## src/rtl/flit_input_buffer.sv

```systemverilog
// Per-port FWFT flit buffer in front of the router. Enforces head/body*/tail
// framing on the write side and tracks how many complete packets are held.
module flit_input_buffer #(
  parameter int DEPTH    = 8,
  parameter int AW       = 3,
  parameter int AF_LEVEL = 6
) (
  input  logic          clk,
  input  logic          rst,
  input  logic [15:0]   din,
  input  logic          wr,
  output logic          full,
  output logic          almost_full,
  output logic [15:0]   dout,
  input  logic          rd,
  output logic          empty,
  output logic [AW:0]   count,
  output logic [AW:0]   pkt_count,
  output logic          frame_err,
  output logic          ovf
);

  localparam logic [1:0] TYPE_HEAD = 2'b11;
  localparam logic [1:0] TYPE_BODY = 2'b01;
  localparam logic [1:0] TYPE_TAIL = 2'b10;

  localparam logic [AW:0] FULL_CNT = (AW+1)'(DEPTH);
  localparam logic [AW:0] AF_CNT   = (AW+1)'(AF_LEVEL);
  localparam logic [AW:0] ONE      = (AW+1)'(1);

  typedef enum logic {
    EXP_HEAD,
    IN_PKT
  } frame_state_t;

  frame_state_t state_q, state_d;

  logic [15:0]   mem [DEPTH];
  logic [AW-1:0] wr_ptr;
  logic [AW-1:0] rd_ptr;

  logic       wr_accept;
  logic       rd_accept;
  logic       frame_drop;
  logic       wr_tail;
  logic       rd_tail;
  logic [1:0] din_type;

  assign din_type    = din[15:14];
  assign empty       = (count == '0);
  assign full        = (count == FULL_CNT);
  assign almost_full = (count >= AF_CNT);
  assign dout        = empty ? 16'h0000 : mem[rd_ptr];

  assign rd_accept = rd && !empty;
  assign wr_tail   = wr_accept && (din_type == TYPE_TAIL);
  assign rd_tail   = rd_accept && (mem[rd_ptr][15:14] == TYPE_TAIL);

  // Framing is only judged when the flit could otherwise be stored;
  // a write against a full buffer is an overflow, not a framing error.
  always_comb begin
    state_d    = state_q;
    wr_accept  = 1'b0;
    frame_drop = 1'b0;
    if (wr && !full) begin
      unique case (state_q)
        EXP_HEAD: begin
          if (din_type == TYPE_HEAD) begin
            wr_accept = 1'b1;
            state_d   = IN_PKT;
          end else begin
            frame_drop = 1'b1;
          end
        end
        IN_PKT: begin
          if (din_type == TYPE_BODY) begin
            wr_accept = 1'b1;
          end else if (din_type == TYPE_TAIL) begin
            wr_accept = 1'b1;
            state_d   = EXP_HEAD;
          end else begin
            frame_drop = 1'b1;
          end
        end
        default: begin
          frame_drop = 1'b1;
        end
      endcase
    end
  end

  always_ff @(posedge clk or negedge rst) begin
    if (!rst) begin
      state_q <= EXP_HEAD;
    end else begin
      state_q <= state_d;
    end
  end

  // Flit storage is deliberately left unreset; empty masks stale contents.
  always_ff @(posedge clk) begin
    if (wr_accept) begin
      mem[wr_ptr] <= din;
    end
  end

  always_ff @(posedge clk or negedge rst) begin
    if (!rst) begin
      wr_ptr    <= '0;
      rd_ptr    <= '0;
      count     <= '0;
      pkt_count <= '0;
      frame_err <= 1'b0;
      ovf       <= 1'b0;
    end else begin
      frame_err <= frame_drop;
      ovf       <= wr && full;
      if (wr_accept) begin
        wr_ptr <= wr_ptr + 1'b1;
      end
      if (rd_accept) begin
        rd_ptr <= rd_ptr + 1'b1;
      end
      unique case ({wr_accept, rd_accept})
        2'b10:   count <= count + ONE;
        2'b01:   count <= count - ONE;
        default: count <= count;
      endcase
      unique case ({wr_tail, rd_tail})
        2'b10:   pkt_count <= pkt_count + ONE;
        2'b01:   pkt_count <= pkt_count - ONE;
        default: pkt_count <= pkt_count;
      endcase
    end
  end

endmodule
```

## config.mk

```make
export PLATFORM = sky130hd
export DESIGN_NAME = flit_input_buffer
export DESIGN_NICKNAME = d
export VERILOG_FILES = /design/src/rtl/flit_input_buffer.sv
export SDC_FILE = /design/constraint.sdc
export NUM_CORES = 1
export LEC_CHECK = 0
export BUFFER_PORTS_ARGS = -buffer_cell sky130_fd_sc_hd__buf_2
export CORE_MARGIN = 3
export CORE_UTILIZATION = 34
export DETAILED_ROUTE_END_ITERATION = 7
export SLEW_MARGIN = 5
export SYNTH_ARGS = -nofsm -noshare
export SYNTH_HDL_FRONTEND = slang
export SYNTH_SLANG_ARGS = --single-unit
```

## constraint.sdc

```tcl
create_clock -name clk -period 4.4 [get_ports clk]
set_input_delay 0.44 -clock clk [delete_from_list [all_inputs] [get_ports clk]]
set_output_delay 0.44 -clock clk [all_outputs]
set_load 0.005 [all_outputs]
```

# Word-level counts from Yosys, hierarchy flattened
# Memories as Yosys holds them, arrays and structs flattened.
# Index checks and enable logic that the tools add are counted.
dict set report word_totals {
  ff_bits 17
  mem_bits_rw 128
  input_bits 20
  output_inout_bits 29
  word_cells 52
  n_memories 1
}
# memory words word_bits rd rd_clocked_by_memory_dff write_ports line_no
set memory_table {}
lappend memory_table {mem 8 16 1 0 1 38} ;# logic [15:0] mem [DEPTH];
dict set report op_classes {
  addsub 6
  n_lt_le_gt_ge 1
  n_eq_ne 9
  muxes 17
  n_bitwise 1
  n_reduce_logical 10
}
# op n
set ops {}
lappend ops {{$mux W16} 1}
lappend ops {{$pmux W4 S2} 2}
lappend ops {{$mux W1} 11}
lappend ops {{$eq A2 B2 Y1 const B} 5}
lappend ops {{$add A4 B1 Y4 const B} 2}
lappend ops {{$sub A4 B1 Y4 const B} 2}
lappend ops {{$add A3 B1 Y3 const B} 2}
lappend ops {{$eq A2 B1 Y1 const B} 3}
lappend ops {{$pmux W1 S2} 3}
lappend ops {{$logic_and A1 B1 Y1} 5}
lappend ops {{$eq A4 B4 Y1 const B} 1}
lappend ops {{$ge A4 B3 Y1 const B} 1}
lappend ops {{$logic_not A4 Y1} 1}
lappend ops {{$reduce_bool A2 Y1} 2}
lappend ops {{$logic_not A1 Y1} 2}
lappend ops {{$not A1 Y1} 1}

# Logic depth before layout (Yosys ltp)
# Gate-level depths: netlist of run 1.
dict set report logic_depth {
  ltp_word 8
  mapped_depth 12
  ltp_nobuf 12
}

# Least setup slack after synthesis of run 1
# No wires, ideal clock.
dict set report synth_path {
  path_kind {input to register}
  startpoint {in din[14]}
  endpoint {mem mem[0][0] (enable)}
  setup_ns 0.430
  arrival_time_ns 2.874
  required_ns 3.970
  setup_slack_ns 1.096
  cell_stages 6
  path_buffers 1
  path_cell_list {inv_1 -> ha_1 -> nand2b_1 -> a211o_1 -> buf_4 -> nor4_1}
}
dict set report synth_via {
  elab_chain_len 7
  elab_cells_between_ends 10
  classes_between {eq/ne: 3; mux: 7}
}
# element line_no
set synth_lines {}
lappend synth_lines {{start, declared} 10} ;# input logic [15:0] din,
lappend synth_lines {{$eq A2 B2 Y1} 78} ;# end else if (din_type == TYPE_TAIL) begin
lappend synth_lines {{$mux W1} 78}
lappend synth_lines {{$mux W1} 76} ;# if (din_type == TYPE_BODY) begin
lappend synth_lines {{$pmux W1 S2 *} 66} ;# unique case (state_q)
lappend synth_lines {{$mux W1 *} 65} ;# if (wr && !full) begin
lappend synth_lines {{$mux W1 *} 102} ;# if (wr_accept) begin
lappend synth_lines {{$mux W1 (implied by the code) *} 103} ;# mem[wr_ptr] <= din;
lappend synth_lines {{end, declared} 38}
# Every way passes the cells marked *; elsewhere a longest branch is shown, timed or not.

# Worst setup path after layout of run 1
dict set report layout_path {
  startpoint {reg rd_ptr[0]}
  endpoint {reg pkt_count[2]}
}
dict set report layout_via {
  elab_chain_len 5
  elab_cells_between_ends 7
  classes_between {eq/ne: 3; mux: 1; reduce/logical: 2; memory: 1}
}
# element line_no
set layout_lines {}
lappend layout_lines {{start, declared} 40} ;# logic [AW-1:0] rd_ptr;
lappend layout_lines {{start signal, assigned} 122} ;# rd_ptr <= rd_ptr + 1'b1;
lappend layout_lines {{$mem_v2 Z8 W16 *} n/a}
lappend layout_lines {{$eq A2 B2 Y1 *} 57} ;# assign rd_tail = rd_accept && (mem[rd_ptr][15:14] == TYPE_TAIL);
lappend layout_lines {{$logic_and A1 B1 Y1 *} 57}
lappend layout_lines {{$eq A2 B1 Y1 or $eq A2 B2 Y1 (tied branches)} 129} ;# unique case ({wr_tail, rd_tail})
lappend layout_lines {{$pmux W4 S2 or $reduce_bool A2 Y1 (tied branches)} n/a}
lappend layout_lines {{end signal, assigned} 130} ;# 2'b10: pkt_count <= pkt_count + ONE;
lappend layout_lines {{end signal, assigned} 131} ;# 2'b01: pkt_count <= pkt_count - ONE;
lappend layout_lines {{end signal, assigned} 132} ;# default: pkt_count <= pkt_count;
lappend layout_lines {{end, declared} 18} ;# output logic [AW:0] pkt_count,
# Marked as above.
# A chain may end at the register's enable or synchronous reset.

==> results.md, run 1 <==
- Across all layers, the routed design uses 2,905 vias.
- Sequential cells account for 41.7% of the total power.
- In this run the static leakage power is 2.50 nW.
- The number of global-route vias before repair is 3,094.
- The peak ir drop on the vdd network is 0.310 mV.
- The total negative setup slack is 0 ns.
- The final estimated routing congestion in global placement is 0.725.
- The share of Yosys cell area claimed by the top area cell type is 65.0%.
- Clock skew on the completed layout was measured at 0.00886 ns.
- The number of antenna diodes in the final layout is 0.
- The area of placed instances is 6470 µm².
- The net count after synthesis is 334.
- The worst relative slew slack is 46.8%.
- Dividing the detail-routed via count by the number of cells gives 4.81.
- The floorplan die area is 19,000 µm².
- STA puts the critical path data required time at 4.70 ns.
- Data arrives at the worst endpoint at 3.34 ns.
- The startpoint kind of the worst setup timing path is a flop.
- After the last flow step, the layout net total stands at 401.
- The worst hold-check path type is input pin to flop.
- The flow ran to the end, and the final reports show no timing, DRC or antenna violations.
- The share of the clock period used by the worst path after layout is 69.1%.
- The switching power is 0.00128 W.
- The slew at the pin with the worst max-slew slack is 0.798 ns.
- The core region is 16,800 µm².
- After synthesis, the largest family of logic cells by area is multiplexers.
- For this run, design rule violations remaining after detail routing come to 0.
- The worst hold path passes through 2 cells.
- After synthesis, the cell types taking the most area are sky130_fd_sc_hd__edfxtp_1 65%, sky130_fd_sc_hd__mux4_2 12%, sky130_fd_sc_hd__dfrtp_1 7.2%, sky130_fd_sc_hd__mux2i_1 2.5%, sky130_fd_sc_hd__ha_1 2.1%.
- The count of routing violations after the opening detailed-route iteration is 186.
- The library cell with the largest summed area after synthesis is sky130_fd_sc_hd__edfxtp_1.
- The upper clock frequency limit is 0.329 GHz.
- In this run the post-CTS setup repair buffer count came out at 0.
- Setup repair after global routing left no endpoint under its margin.
- The estimated wirelength of the detail-placed design is 6840 µm.
- The library cell used most frequently in the layout, excluding fill and tap cells, is sky130_fd_sc_hd__edfxtp_1.
- The xor and xnor fraction of the mapped netlist area is 2.07%.
- Entering global routing, the biggest net connects 22 pins.
- For this run, the leading register cell type out of synthesis is sky130_fd_sc_hd__edfxtp_1.
- In this run, the combinational gates consume 27.4% of the power.
- Yosys printed 0 warnings.
- The clock tree synthesis step divided the H-tree into 4 levels.
- The number of synthesized register bits is 145.
- The share of the Yosys chip area taken by registers is 72.2%.
- STA classifies the critical path endpoint as a flop.
- The distinct cell type count after synthesis is 39.
- The ratio of cells with drive above 1 in the final layout is 34.6%.
- The first global-routing pass estimated 17,600 µm of wire.
- The die is 138 µm tall.
- In this run the worst path has a maximum fanout of 14.
- In the final routed layout, each cell accounts on average for 18.5 µm.
- Counting flops with a built-in enable in the synthesized netlist gives 128.
- The signed area change from the synthesized netlist to the final layout is 19.4%.
- The leftover overflow at the end of global routing is 0.
- Global routing used 12.9% of the available tracks across all layers.
- The initial core utilization is 35.2%.
- The worst register-to-register path begins at rd_ptr[0].
- The simple-gate share of the synthesized area is 5.40%.
- The internal power contribution is 0.00321 W.
- TritonCTS built the clock tree.
- The clock passes through at most 2 buffers.
- The depth of the worst register-to-register path is 10.
- The startpoint identified for the worst hold timing path is wr.
- After clock tree synthesis, the clock-pin slew on the worst setup and hold paths is 0.05 ns.
- The number of max-cap violations is 0.
- The compound-gate portion of the synthesized area is 0.973%.
- Tracing the worst setup path back leads to its startpoint at rd_ptr[0].
- For this run, asynchronously set or reset flops after synthesis account for 11.7%.
- The adder-cell share of the synthesized area is 2.12%.
- For this block, the routed nets add up to 11,200 µm of wire.
- The final number of max-transition violations is 0.
- The summed instance area of the synthesized netlist is 5910 µm².
- The number of hold violations in the final report is 0.
- Counting the buffers created by CTS gives 17.
- The cell count after synthesis came out at 304.
- 49 I/O pins were placed.
- Row generation in the floorplan step produced 47 rows.
- The share of power burned in the clock network is 30.9%.
- The power per unit of standard cell area is 637 nW/µm².
- The root cell of the clock tree is sky130_fd_sc_hd__clkbuf_16.
- Net switching is 28.6% of the power.
- In this run the remaining antenna-violating nets after routing total 0.
- The count of buffers from port buffering is 48.
- The multiplexer share of the synthesized area is 15.7%.
- The detailed-router iteration count before antenna repair is 4.
- The average footprint of a synthesized cell is 19.5 µm².
- The number of antenna violations at the first check in global routing is 0.
- The x dimension of the die is 138 µm.
- Leaving out fill and tap cells, the most frequent cells in the layout are 128 x sky130_fd_sc_hd__edfxtp_1, 48 x sky130_fd_sc_hd__buf_2, 32 x sky130_fd_sc_hd__mux4_2, 22 x sky130_fd_sc_hd__nor2_1, 17 x sky130_fd_sc_hd__clkbuf_16.
- The clock period minus final worst setup slack is 3.04 ns.
- The worst setup path is of the flop to flop kind.
- The post-route cell area is 7060 µm².
- The number of setup violations in the final report is 0.
- CTS saw 145 sinks.
- Clock latency on the worst-skew pair, taken at its later pin, is 0.41 ns.
-- path summary, 6_finish.rpt --
check                          endpoint  slack (ns)
setup / recovery           pkt_count[2]        1.36
hold / removal                      ovf        0.27
setup reg to reg           pkt_count[2]        1.36
hold reg to reg            pkt_count[3]        0.47
max in group asynchronous     rd_ptr[0]        3.59
min in group asynchronous  pkt_count[2]        0.49
-- power by group through the flow --
stage               Sequential (W)  Combinational (W)  Clock [W]
floorplan                  0.00177           0.000962          0
global placement           0.00190            0.00124          0
detailed placement         0.00191            0.00126          0
CTS                        0.00188            0.00127    0.00142
global route               0.00191            0.00138    0.00147
finish                     0.00188            0.00123    0.00139
-- synth_stat cells, drive strengths merged, types with 2 or more instances --
| cell | count |
|---|---|
| edfxtp | 128 |
| mux4 | 32 |
| nor2 | 22 |
| dfrtp | 17 |
| mux2i | 15 |
| buf | 11 |
| ha | 10 |
| nand2 | 8 |
| xnor2 | 7 |
| xor2 | 7 |
| inv | 5 |
| mux2 | 5 |
| nand2b | 5 |
| nor3 | 5 |
| a21oi | 4 |
| o21ai | 3 |
| clkbuf | 2 |
| nor2b | 2 |
| nor3b | 2 |
| nor4 | 2 |
-- flip-flops by register name (all words and copies together) (netlist names), named ones only --
name       flops
rd_ptr         3
mem          128
pkt_count      4
frame_err      1
count          4
ovf            1
wr_ptr         3
-- area by class of cell --
cell class	instances	area, µm²
timing repair buffer	61	340
clock inverter	5	77.6
inverter	5	18.8
fill	1526	9760
multi-input combinational	141	1570
clock buffer	27	503
tap	220	275
sequential	145	4270
-- stage by stage --
stage | std cells | hold WS, ns | utilization, % | total power, W | setup slack (ns)
6_report | 604 | 0.271 | 42.0 | 0.00449 | 1.36
5_1_grt | 604 | 0.275 | 42.0 | 0.00475 | 1.12
4_1_cts | 604 | 0.255 | 42.0 | 0.00457 | 1.30
3_5_place_dp | 571 | 0.401 | 38.5 | 0.00318 | 1.31
3_3_place_gp | 571 | 0.393 | 38.5 | 0.00314 | 1.42
2_1_floorplan | 304 | 0.144 | - | 0.00273 | 1.10
-- what timing repair did --
| action | in CTS | in global routing |
|---|---|---|
| hold buffers | 1 | 0 |
| resized for setup | 0 | 0 |
| hold endpoints to repair | 17 | 0 |
-- critical path: stages, from the launching register on --
cell	delay, ns
sky130_fd_sc_hd__dfrtp_2	0.67
sky130_fd_sc_hd__mux4_2	0.56
sky130_fd_sc_hd__mux2_2	0.29
sky130_fd_sc_hd__nor3_2	0.29
sky130_fd_sc_hd__ha_1	0.31
sky130_fd_sc_hd__xor2_1	0.10
sky130_fd_sc_hd__ha_1	0.18
sky130_fd_sc_hd__a21oi_1	0.15
sky130_fd_sc_hd__xor2_1	0.17
sky130_fd_sc_hd__nor2_1	0.07
sky130_fd_sc_hd__xor2_1	0.14
-- cells by family after synthesis --
| family | Yosys count |
|---|---|
| buffers and inverters | 18 |
| AOI/OAI and AO/OA | 10 |
| xor gates and xnor gates | 14 |
| adders and majority gates | 10 |
| DFF | 145 |
| muxes | 52 |
| and+or+nand+nor | 55 |
-- per-layer routing --
layer  GRT usage (%)  up-vias  routed length (µm)
met5               0        -                   0
met4            3.84        0                 121
met3            4.61       10                 502
met2            21.3       56                5690
met1            16.2     1501                4890
li1                -     1338                   -
(Power assumes the default switching activity.)
==> run 2: changes to the inputs <==
--- a/config.mk
+++ b/config.mk
@@ -5,6 +5,7 @@
 export SDC_FILE = /design/constraint.sdc
 export NUM_CORES = 1
 export LEC_CHECK = 0
+export ABC_AREA = 1
 export BUFFER_PORTS_ARGS = -buffer_cell sky130_fd_sc_hd__buf_2
 export CORE_MARGIN = 3
 export CORE_UTILIZATION = 34
==> constraint.sdc (replaced) <==
create_clock -name clk -period 2.65 [get_ports clk]
set_input_delay 0.265 -clock clk [delete_from_list [all_inputs] [get_ports clk]]
set_output_delay 0.265 -clock clk [all_outputs]
set_load 0.005 [all_outputs]
==> run 2 against run 1 <==
Count of clock-buffer cells in the layout is 8 lower. Sequential share of layout area is 1.6 points lower. Combinational power is 120% higher. Fmax is 26% higher. Critical path type unchanged.
==> results.md, run 2 <==
- The area of placed instances is 6690 µm² (+3.4%).
- The overall power is 0.00788 W (+75%).
- The final number of max-transition violations is 0 (unchanged).
- The clock tree from TritonCTS is built.
- The upper clock frequency limit is 0.415 GHz (+26%).
- The combined global-route utilization of all metal layers was 13.4% (+0.42 points).
- In the final layout, the registers with the most flip-flops are mem x128, count x4, pkt_count x4.
- The net count after synthesis is 556 (+66%).
- The H-tree depth reported by CTS is 4 (unchanged).
- The synthesized netlist cell count is 526 (+73%).
- The clock latency on the worst-skew pair is 0.42 ns (about the same).
- The delay of the slowest critical-path stage was 0.42 ns (-0.25 ns).
- The summed instance area of the synthesized netlist is 6110 µm² (+3.4%).
- The signed area change from the synthesized netlist to the final layout is 18.6%.
- Setup repair after global routing left no endpoint under its margin.
- By area the synthesized netlist is led by sky130_fd_sc_hd__edfxtp_1 63%, sky130_fd_sc_hd__nor2_1 8.1%, sky130_fd_sc_hd__dfrtp_1 7.0%, sky130_fd_sc_hd__o21ai_0 4.0%, sky130_fd_sc_hd__nand2_1 3.9%.
- The peak fanout along the critical path was 6 (-8).
- The via count normalized by instance count is 4.85 (+0.77%).
- The distinct cell type count after synthesis is 25 (-36%).
- The number of sinks handled by clock tree synthesis is 145 (unchanged).
- The maximum number of pins on one net before global-route repair is 41 (+86%).
- The leftover overflow at the end of global routing is 0 (unchanged).
- The worst setup path is of the flop to flop kind.
- The worst relative slew slack is 71.2% (+24 points).
- The ratio of cells with drive above 1 in the final layout is 17.1% (-18 points).
- Counting instances in the post-synthesis netlist gives the leading cell types as 132 x sky130_fd_sc_hd__nor2_1, 128 x sky130_fd_sc_hd__edfxtp_1, 64 x sky130_fd_sc_hd__nand2_1.
- The global-route wire length before repair is 20,300 µm (+15%).
- The detailed-router iteration count before antenna repair came to 4 (unchanged).
- The critical path goes through inv_1 -> nand3_2 -> nand2_1 -> inv_1 -> nand3_1 -> nor2_1 -> ha_1 -> nor2_1 -> nor2_1 -> ha_1 -> a21oi_1 -> or2_2 -> a31oi_1.
- The startpoint identified for the worst register-to-register timing path is count[2].
- The power per unit of standard cell area is 1090 nW/µm² (+71%).
- The x dimension of the die came to 140 µm (+1.6%).
- The run finished with clean final reports.
- The largest register by flop count is mem.
- The number of remaining DRC errors is 0 (unchanged).
- The count of flip-flops with a built-in enable after synthesis came to 128 (unchanged).
- The post-route cell area is 7250 µm² (+2.7%).
- The library cell with the largest summed area after synthesis is sky130_fd_sc_hd__edfxtp_1.
- The utilization of the core after routing is 41.6% (-0.35 points).
- The clock slew at the register clock pins of the worst setup and hold paths is 0.06 ns (about the same).
- The number of synthesized register bits is 145 (unchanged).
- The count of routing violations after the opening detailed-route iteration came to 239 (+28%).
- The number of hold violations in the final report was 0 (unchanged).
- The final worst hold slack is 0.0809 ns (-0.190 ns).
- Tracing the worst setup path back leads to its startpoint at count[2].
- The root cell of the clock tree is sky130_fd_sc_hd__clkbuf_16.
- The number of antenna violations at the first check in global routing is 1 (+1).
- The worst clock skew is 0.0112 ns (+0.00238 ns).
- The total CTS buffers is 17 (unchanged).
- The detailed-route via count is 4,018 (+38%).
- The initial core utilization came to 35.1% (-0.065 points).
- The count of nets after finishing is 622 (+55%).
- The average footprint of a synthesized cell was 11.6 µm² (-40%).
- The slew at the pin with the worst max-slew slack is 0.432 ns (-0.365 ns).
- The total negative setup slack is 0 ns (unchanged).
- The floorplan core area is 17,400 µm² (+3.6%).
- The most common cell type on the critical path is sky130_fd_sc_hd__nor2_1.
- The portion of the post-synthesis area used by sequential elements came to 69.8% (-2.3 points).
- The number of global-route vias before repair came to 4,037 (+30%).
- The die outline height is 140 µm (+1.6%).
- The number of flip-flops under the largest register name is 128 (unchanged).
- The maximum clock insertion buffer count is 2 (unchanged).
- The number of rows in the core area is 48 (+2.1%).
- The min-delay analysis places its worst path in the category input pin to flop.
- The share of Yosys cell area claimed by the top area cell type is 62.9% (-2.1 points).
- The boundary pin count is 49 (unchanged).
- The share of the clock period used by the worst path after layout is 90.9% (+22 points).
- The reg-to-reg setup timing slack was 0.24 ns (-1.12 ns).
- The kind of capture point of the worst setup path is a flop.
- In the post-synthesis netlist, the cell with the most instances is sky130_fd_sc_hd__nor2_1.
- The post-detailed-route wirelength per cell was 15.7 µm (-15%).
- The most used flip-flop cell after synthesis is sky130_fd_sc_hd__edfxtp_1.
- The count of buffers from port buffering is 48 (unchanged).
- The number of inserted filler cells in the final layout is 1,613 (+5.7%).
- The cell type of the slowest stage on the worst timing path is sky130_fd_sc_hd__dfrtp_1.
- The aggregate routed wire length came to 13,000 µm (+16%).
- The post-CTS setup repair buffer count is 0 (unchanged).
- The peak ir drop on the vdd network is 0.748 mV (+140%).
- The count of hold-fix buffers inserted at cts is 1 (unchanged).
- The number of gates given a new drive strength after cts came to 0 (unchanged).
- The number of setup violations in the final report was 0 (unchanged).
- The final estimated routing congestion in global placement is 0.846 (+17%).
- The fraction of synthesis flops using an asynchronous set or reset pin was 11.7% (unchanged).
- The data required time at the worst endpoint came to 2.99 ns (-1.71 ns).
- The startpoint kind of the worst setup timing path is a flop.
- The diode insertion count for antenna repair is 0 (unchanged).
- The estimated wirelength of the detail-placed design came to 7980 µm (+17%).
- The floorplan die area is 19,600 µm² (+3.2%).
- The top cell types in the final layout, fill and taps aside, are 132 x sky130_fd_sc_hd__nor2_1, 128 x sky130_fd_sc_hd__edfxtp_1, 64 x sky130_fd_sc_hd__nand2_1, 49 x sky130_fd_sc_hd__o21ai_0, 48 x sky130_fd_sc_hd__buf_2.
- The startpoint of the worst hold path is wr.
- The clock period minus final worst setup slack is 2.41 ns (-0.631 ns).
- The most frequent standard cell in the layout excluding fill and tap cells is sky130_fd_sc_hd__nor2_1.
- The post-detailed-route count of antenna-violating nets is 0 (unchanged).
- The leakage power summed over all cells is 2.77 nW (+11%).
- The number of max-cap violations is 0 (unchanged).
- The data arrival time of the critical path came to 2.75 ns (-0.59 ns).
- The Yosys warning count was 0 (unchanged).
[run 2: cell types whose count changed in the layout (fill, tap and decap cells not counted), sizes merged, moves of 8 or more]
cell | previous run | this run
o21ai | 3 | 71
buf | 60 | 70
o22ai | 1 | 14
nor2 | 22 | 132
nand2 | 8 | 64
inv | 5 | 25
mux4 | 32 | 0
o211ai | 0 | 14
clkbuf | 27 | 19
mux2i | 15 | 0
nand3 | 1 | 13
[run 2: layout make-up]
cell class                      count  area [µm²]  area share, %
Clock buffer                       19         433           5.97
Clock inverter                     12         119           1.64
Inverter                           25        93.8           1.29
Multi-Input combinational cell    332        1590           21.9
Sequential cell                   145        4270           58.9
Tap cell                          225         282           3.88
Timing Repair Buffer               71         465           6.42
[run 2: final timing paths]
kind | end | cells past startpoint
worst max-delay path | pkt_count[2] | 13
worst min-delay path | ovf | 3
worst max register to register | pkt_count[2] | 13
worst min register to register | pkt_count[0] | 1
max in group asynchronous | rd_ptr[0] | 2
min in group asynchronous | count[1] | 2
[run 2: per-stage QoR]
stage	worst slack, ns	cells
after global placement	0.312	797
after CTS	0.266	829
after detailed placement	0.255	797
final	0.240	829
after floorplan	0.348	526
after global routing	0.0226	829
[run 2: kinds of logic after synthesis]
group,after synthesis,synth area share [%]
simple gates,212,13.6
flops,145,69.8
compound gates,104,9.42
buf+inv,49,4.22
fa+ha+maj,10,2.05
xor+xnor,6,0.860
[run 2: routing by layer]
metal	share of wire [%]	GRT usage [%]	wire [µm]	vias to the layer above
li1	-	-	-	1963
met1	44	16.4	5670	1935
met2	49	22.1	6440	94
met3	5.0	3.58	646	24
met4	2.0	6.17	262	2
met5	0.054	0	7	-
[run 2: report_power, final]
part	internal [W]	switching (W)	total, W
clock	0.00136	0.000853	0.00221
sequential	0.00272	0.000185	0.00290
combinational	0.00104	0.00172	0.00276
[run 2: critical path, delay by kind of cell (launching register included)]
family          cells  cell delay (ns)
flops               1             0.42
compound gates      2             0.18
simple gates        7             1.01
fa+ha+maj           2             0.41
buf+inv             2             0.31
